### src/rtl/instr_fetch_unit.sv
// Fetch stage: owns the PC, reads the instruction cache combinationally and
// buffers fetched words in an in-order queue toward decode.
module instr_fetch_unit #(
    parameter int              XLEN     = 32,
    parameter logic [XLEN-1:0] RESET_PC = '0,
    parameter int              DEPTH    = 4
) (
    input  logic                     i_clk,
    input  logic                     i_rst,
    input  logic                     i_fetch_en,
    input  logic                     i_redirect,
    input  logic [XLEN-1:0]          i_redirect_pc,
    output logic                     o_r_en,
    output logic [XLEN-1:0]          o_fetch_idx,
    input  logic [XLEN-1:0]          i_instruction,
    output logic [XLEN-1:0]          o_pc,
    output logic                     o_instr_valid,
    input  logic                     i_instr_ready,
    output logic [XLEN-1:0]          o_instr,
    output logic [XLEN-1:0]          o_instr_pc,
    output logic [$clog2(DEPTH):0]   o_count,
    output logic                     o_misalign
);
    localparam int              AW   = $clog2(DEPTH);
    localparam int              CW   = AW + 1;
    localparam logic [CW-1:0]   FULL = CW'(DEPTH);
    localparam logic [XLEN-1:0] STEP = XLEN'(4);

    logic [XLEN-1:0] pc;
    logic [AW-1:0]   rd_ptr;
    logic [AW-1:0]   wr_ptr;
    logic [CW-1:0]   count;
    logic            misalign;
    logic [XLEN-1:0] q_instr [DEPTH];
    logic [XLEN-1:0] q_pc    [DEPTH];
    logic            fetch;
    logic            pop;

    // Fetch depends only on registered count, never on i_instr_ready.
    assign fetch = i_fetch_en & ~i_redirect & (count != FULL);
    assign pop   = o_instr_valid & i_instr_ready & ~i_redirect;

    assign o_r_en        = fetch & ~i_rst;
    assign o_fetch_idx   = {2'b00, pc[XLEN-1:2]};
    assign o_pc          = pc;
    assign o_instr_valid = (count != '0);
    assign o_instr       = q_instr[rd_ptr];
    assign o_instr_pc    = q_pc[rd_ptr];
    assign o_count       = count;
    assign o_misalign    = misalign;

    always_ff @(posedge i_clk or posedge i_rst) begin
        if (i_rst) begin
            pc       <= RESET_PC;
            rd_ptr   <= '0;
            wr_ptr   <= '0;
            count    <= '0;
            misalign <= 1'b0;
            for (int i = 0; i < DEPTH; i++) begin
                q_instr[i] <= '0;
                q_pc[i]    <= '0;
            end
        end else if (i_redirect) begin
            pc       <= {i_redirect_pc[XLEN-1:2], 2'b00};
            rd_ptr   <= '0;
            wr_ptr   <= '0;
            count    <= '0;
            misalign <= |i_redirect_pc[1:0];
        end else begin
            misalign <= 1'b0;
            if (fetch) begin
                q_instr[wr_ptr] <= i_instruction;
                q_pc[wr_ptr]    <= pc;
                wr_ptr          <= wr_ptr + 1'b1;
                pc              <= pc + STEP;
            end
            if (pop) begin
                rd_ptr <= rd_ptr + 1'b1;
            end
            count <= count + CW'(fetch) - CW'(pop);
        end
    end

endmodule

### config.mk
export PLATFORM = sky130hd
export DESIGN_NAME = instr_fetch_unit
export DESIGN_NICKNAME = d
export VERILOG_FILES = /design/src/rtl/instr_fetch_unit.sv
export SDC_FILE = /design/constraint.sdc
export NUM_CORES = 1
export LEC_CHECK = 0
export ABC_AREA = 0
export CAP_MARGIN = 0
export CELL_PAD_IN_SITES_DETAIL_PLACEMENT = 1
export CELL_PAD_IN_SITES_GLOBAL_PLACEMENT = 1
export CORE_AREA = 5 5 178 180
export CTS_CLUSTER_DIAMETER = 200
export DETAILED_ROUTE_END_ITERATION = 7
export DIE_AREA = 0 0 183 185
export DONT_BUFFER_PORTS = 1
export PLACE_DENSITY = 0.77
export SETUP_SLACK_MARGIN = 0.4
export SYNTH_ARGS = -nofsm -noshare
export SYNTH_HDL_FRONTEND = slang
export SYNTH_SLANG_ARGS = --single-unit
### constraint.sdc
create_clock -name i_clk -period 11.5 [get_ports i_clk]
set_input_delay 2.3 -clock i_clk [delete_from_list [all_inputs] [get_ports i_clk]]
set_output_delay 2.3 -clock i_clk [all_outputs]
set_load 0.1 [all_outputs]
After elaboration in Yosys (flattened, before gate mapping)
Index checks and enable logic that the tools add are counted.
Widths: inputs -> output; s select.
{"block": "word_totals", "ff_bits": 296, "output_inout_bits": 134, "input_bits": 69}
{"block": "op_classes", "n_eq_ne": 1, "n_reduce_logical": 6, "n_bitwise": 9, "add_sub_neg": 5, "n_mux": 18, "magnitude_cmp": 3}
{"operator": "$bwmux 128", "n": 2}
{"operator": "$mux 32", "n": 7}
{"operator": "$bmux 32 s2", "n": 2}
{"operator": "$demux 32 s2", "n": 1}
{"operator": "$add 32x3->32 const B", "n": 1}
{"operator": "$mux 2", "n": 4}
{"operator": "$ge 3x3->1 const B", "n": 2}
{"operator": "$not 2->3", "n": 2}
{"operator": "$and 1x1->1", "n": 5}
{"operator": "$add 2x1->2 const B", "n": 2}
{"operator": "$reduce_bool 2->1", "n": 2}
{"operator": "$add 3x1->3", "n": 1}
{"operator": "$lt 3x1->1 const B", "n": 1}
{"operator": "$mux 3", "n": 1}
{"operator": "$ne 3x3->1 const B", "n": 1}
{"operator": "$reduce_bool 3->1", "n": 1}
{"operator": "$sub 3x1->3", "n": 1}
{"operator": "$not 1->1", "n": 2}
{"operator": "$reduce_and 2->1", "n": 1}
{"operator": "$reduce_or 2->1", "n": 1}
{"operator": "$logic_and 1x1->1", "n": 1}
{"operator": "$mux 1", "n": 1}

Longest topological paths before layout
{"block": "depth", "word_depth": 6, "ltp_mapped": 12, "mapped_depth_nobuf": 10}

Least setup slack after synthesis
No wires, ideal clock.
{"block": "synth_path", "kind": "input port to output port", "from": "input i_fetch_en", "to": "output o_r_en", "path_slack_ps": 4927, "t_arrival_ps": 4273, "required_ps": 9200, "stages": 5, "path_cell_list": "clkbuf_1 and3_1 clkbuf_1 inv_1 nor2_1"}
{"block": "synth_via", "elab_chain_cells": 3}
{"item": "start, declared", "line": "10", "source": "input logic i_fetch_en,"}
{"item": "$and 1x1->1 (2 in a row)", "line": "40", "source": "assign fetch = i_fetch_en & ~i_redirect & (count != FULL);"}
{"item": "$and 1x1->1", "line": "43", "source": "assign o_r_en = fetch & ~i_rst;"}
{"item": "end, declared", "line": "13", "source": "output logic o_r_en,"}
Every way passes these cells.

Worst setup path after layout
{"block": "layout_path", "from": "input i_redirect", "to": "output o_r_en"}
{"block": "layout_via", "elab_chain_cells": 4}
{"item": "start, declared", "line": "11", "source": "input logic i_redirect,"}
{"item": "$not 1->1 (no line)"}
{"item": "$and 1x1->1 (2 in a row)", "line": "40"}
{"item": "$and 1x1->1", "line": "43"}
Every way passes these cells.

==> metrics.txt <==
global route overflow 0; drt first pass iters 4; WHS Endpoint q_pc[8]$_DFFE_PP0P_; met3 usage 0.05558; Reg-to-Reg Start o_count[1]$_DFF_PP0_; RSZ-0062 raised after global routing false; met1 GRT Util 0.2432; Async S/R FF share, synth 1.000; Setup Buffers After CTS 0; Die Span X roughly 180 um; cell taking the most area after synthesis dfrtp_1; clock-pin slew on the worst setup and hold paths roughly 60 ps; XOR/XNOR Fraction of Synth Area 0.009234; Util after Layout 0.4778; R2R Path End o_count[2]$_DFF_PP0_; number of distinct library cells after synthesis 45; Post-route DRC 0; first-pass GRT wire length 49980 um; I/O Pins 203; reg2reg setup slack 7940 ps; die area approximately 0.034 mm^2; status finished, final reports clean; core outline area ~0.03 mm^2; CP max FO 53; Hold WC Path Type reg -> reg; I/O Buffers 0; fraction of layout cells with a size suffix above 1 0.4683; R2R cell count 10; GRT Util Overall 0.1857; Diodes inserted 0; Area Overhead vs Synth 8.056%; Worst Setup Start Kind input port; synthesized area per cell 14.56 um^2; min-delay src q_pc[8]$_DFFE_PP0P_; top cell type's share of synthesized area 0.5390; worst path arrival time about 4600 ps; number of synthesized register bits 286; Yosys warning count 0; worst relative slew slack 0.2505; synthesized area around 0.013 mm^2; via count 7422; Post-Synth Simple-Gate Area 0.05116; Final TNS setup 0 ps; Final setup viols 0; post-route minimum period 6852 ps; Hold Crit Depth 1; CP required roughly 9000 ps; largest net degree at the start of global routing approximately 130; dpl hpwl around 19000 um; Most Crowded Layer GR met2; CTS Buffer Depth 3; post-synthesis mux area share 0.3162; ys flop type dfrtp_1; routability cong. approximately 0.7; hold violation total from the final report 0; Antenna Nets Post-Route 0; clk sinks 286; routed wire length between 30000 and 40000 um; max-cap violations 0; standard-cell rows between 60 and 70; period utilization 0.5959; worst-skew pair later-pin latency about 550 ps; critical path class in -> out; cell count after synthesis just over 900; Final Net Count between 900 and 1000; EDFF count, synth 0; adder-cell area share of the yosys netlist 0.008103; Die Y between 150 and 200 um; Vias/cell 5.798; Fin Clk Skew ~12 ps; Synth Area in Compound Gates 0.02431; GR Util met2 0.3127; largest family of logic cells by synthesized area multiplexers; Worst Tran Pin Value 1124 ps; synth top area cells dfrtp_1 (54%), mux2_2 (21%), mux4_2 (11%); # resized after CTS 0; DR iter-0 viols 322; antenna violations before repair 0; Slew Limit Fails 0; Root Driver clkbuf_16; Num CTS Buffers 31; Seq/Total Area, Yosys 0.5390; number of hold buffers added after CTS 0; number of global-route vias before repair approximately 8400; Fmax 145.9 MHz; Initial Utilization 0.4422; TritonCTS clock tree done; wire per inst between 20 and 25 um; crit end category output pin; CTS H-Tree Depth 1
==> per-stage QoR <==
step	setup slack (ps)	cells	instance area, um^2	hold WS [ps]
after global routing	4499	1280	14350	511.6
after detailed placement	4578	1224	13350	487.9
after global placement	4618	1224	13350	481.8
final	4648	1280	14350	500.4
after floorplan	1308	917	13300	473.8
after CTS	4581	1280	14350	501.3
==> cell usage in the layout, fill, tap and decap left out, drive strengths merged, types with 14 or more instances in the layout <==
cell type / instances
nand3: 21
buf: 16
mux2: 248
mux4: 62
dfrtp: 286
nand2: 30
or4: 14
nor2: 22
clkbuf: 48
o21ai: 16
==> area by class of cell <==
class                      instances  area [um^2]
clock buffer                      48        909.6
clock inverter                     8        92.59
fill                            2940        15680
inverter                          12        52.55
multi-input combinational        514         5477
sequential                       286         7202
tap                              396        495.5
timing repair buffer              16        120.1
==> registers in the layout (all words and copies together), names as in the netlist <==
| signal | count |
|---|---|
| q_instr | 128 |
| q_pc | 120 |
| o_pc | 30 |
| o_count | 3 |
| rd_ptr | 2 |
| wr_ptr | 2 |
| o_misalign | 1 |
==> kinds of logic after synthesis <==
| logic type | Yosys count |
|---|---|
| adder cells (fa/ha/maj) | 8 |
| AO/OA/AOI/OAI | 49 |
| flip-flops | 286 |
| other | 1 |
| multiplexers | 311 |
| AND/OR/NAND/NOR | 126 |
| XOR/XNOR | 14 |
| buffers and inverters | 117 |
==> synth_stat cells (4+ instances only) <==
master and number:
o21ai_0 16, buf_4 60, inv_1 12, clkbuf_2 4, mux4_2 62, mux2_2 248
nor2b_1 4, nor2_1 22, nand3_1 21, nand2_1 26, or4_1 13, o211ai_1 4
a31oi_1 10, xnor2_1 4, nand4_1 12, xor2_1 10, and3_1 5, buf_2 14
clkbuf_1 20, nand2_2 4, dfrtp_1 286, ha_1 7, o31ai_1 8, buf_1 7
==> how the worst max path moves through the flow <==
stage | startpoint | slack [ps] | end | cells past startpoint
after CTS | i_redirect | 4580 | o_r_en | 4
after floorplan | i_rst | 1310 | o_count[0]$_DFF_PP0_ | 1
after detailed placement | i_redirect | 4580 | o_r_en | 4
after global placement | i_redirect | 4620 | o_r_en | 4
final | i_redirect | 4650 | o_r_en | 4
after global routing | i_redirect | 4500 | o_r_en | 4
==> layer usage <==
| metal | share of wire | routed length, um |
|---|---|---|
| met1 | 0.42 | 12990 |
| met2 | 0.49 | 15360 |
| met3 | 0.075 | 2349 |
| met4 | 0.015 | 464 |
| met5 | 0 | 0 |
==> critical path, cell delays in order <==
cell    delay, ps
inv_1         630
and3_1        560
inv_1         200
nor2_2        840
Power is not shown: default switching activity piles up to over one toggle a cycle in this logic, so the estimate is an artifact.
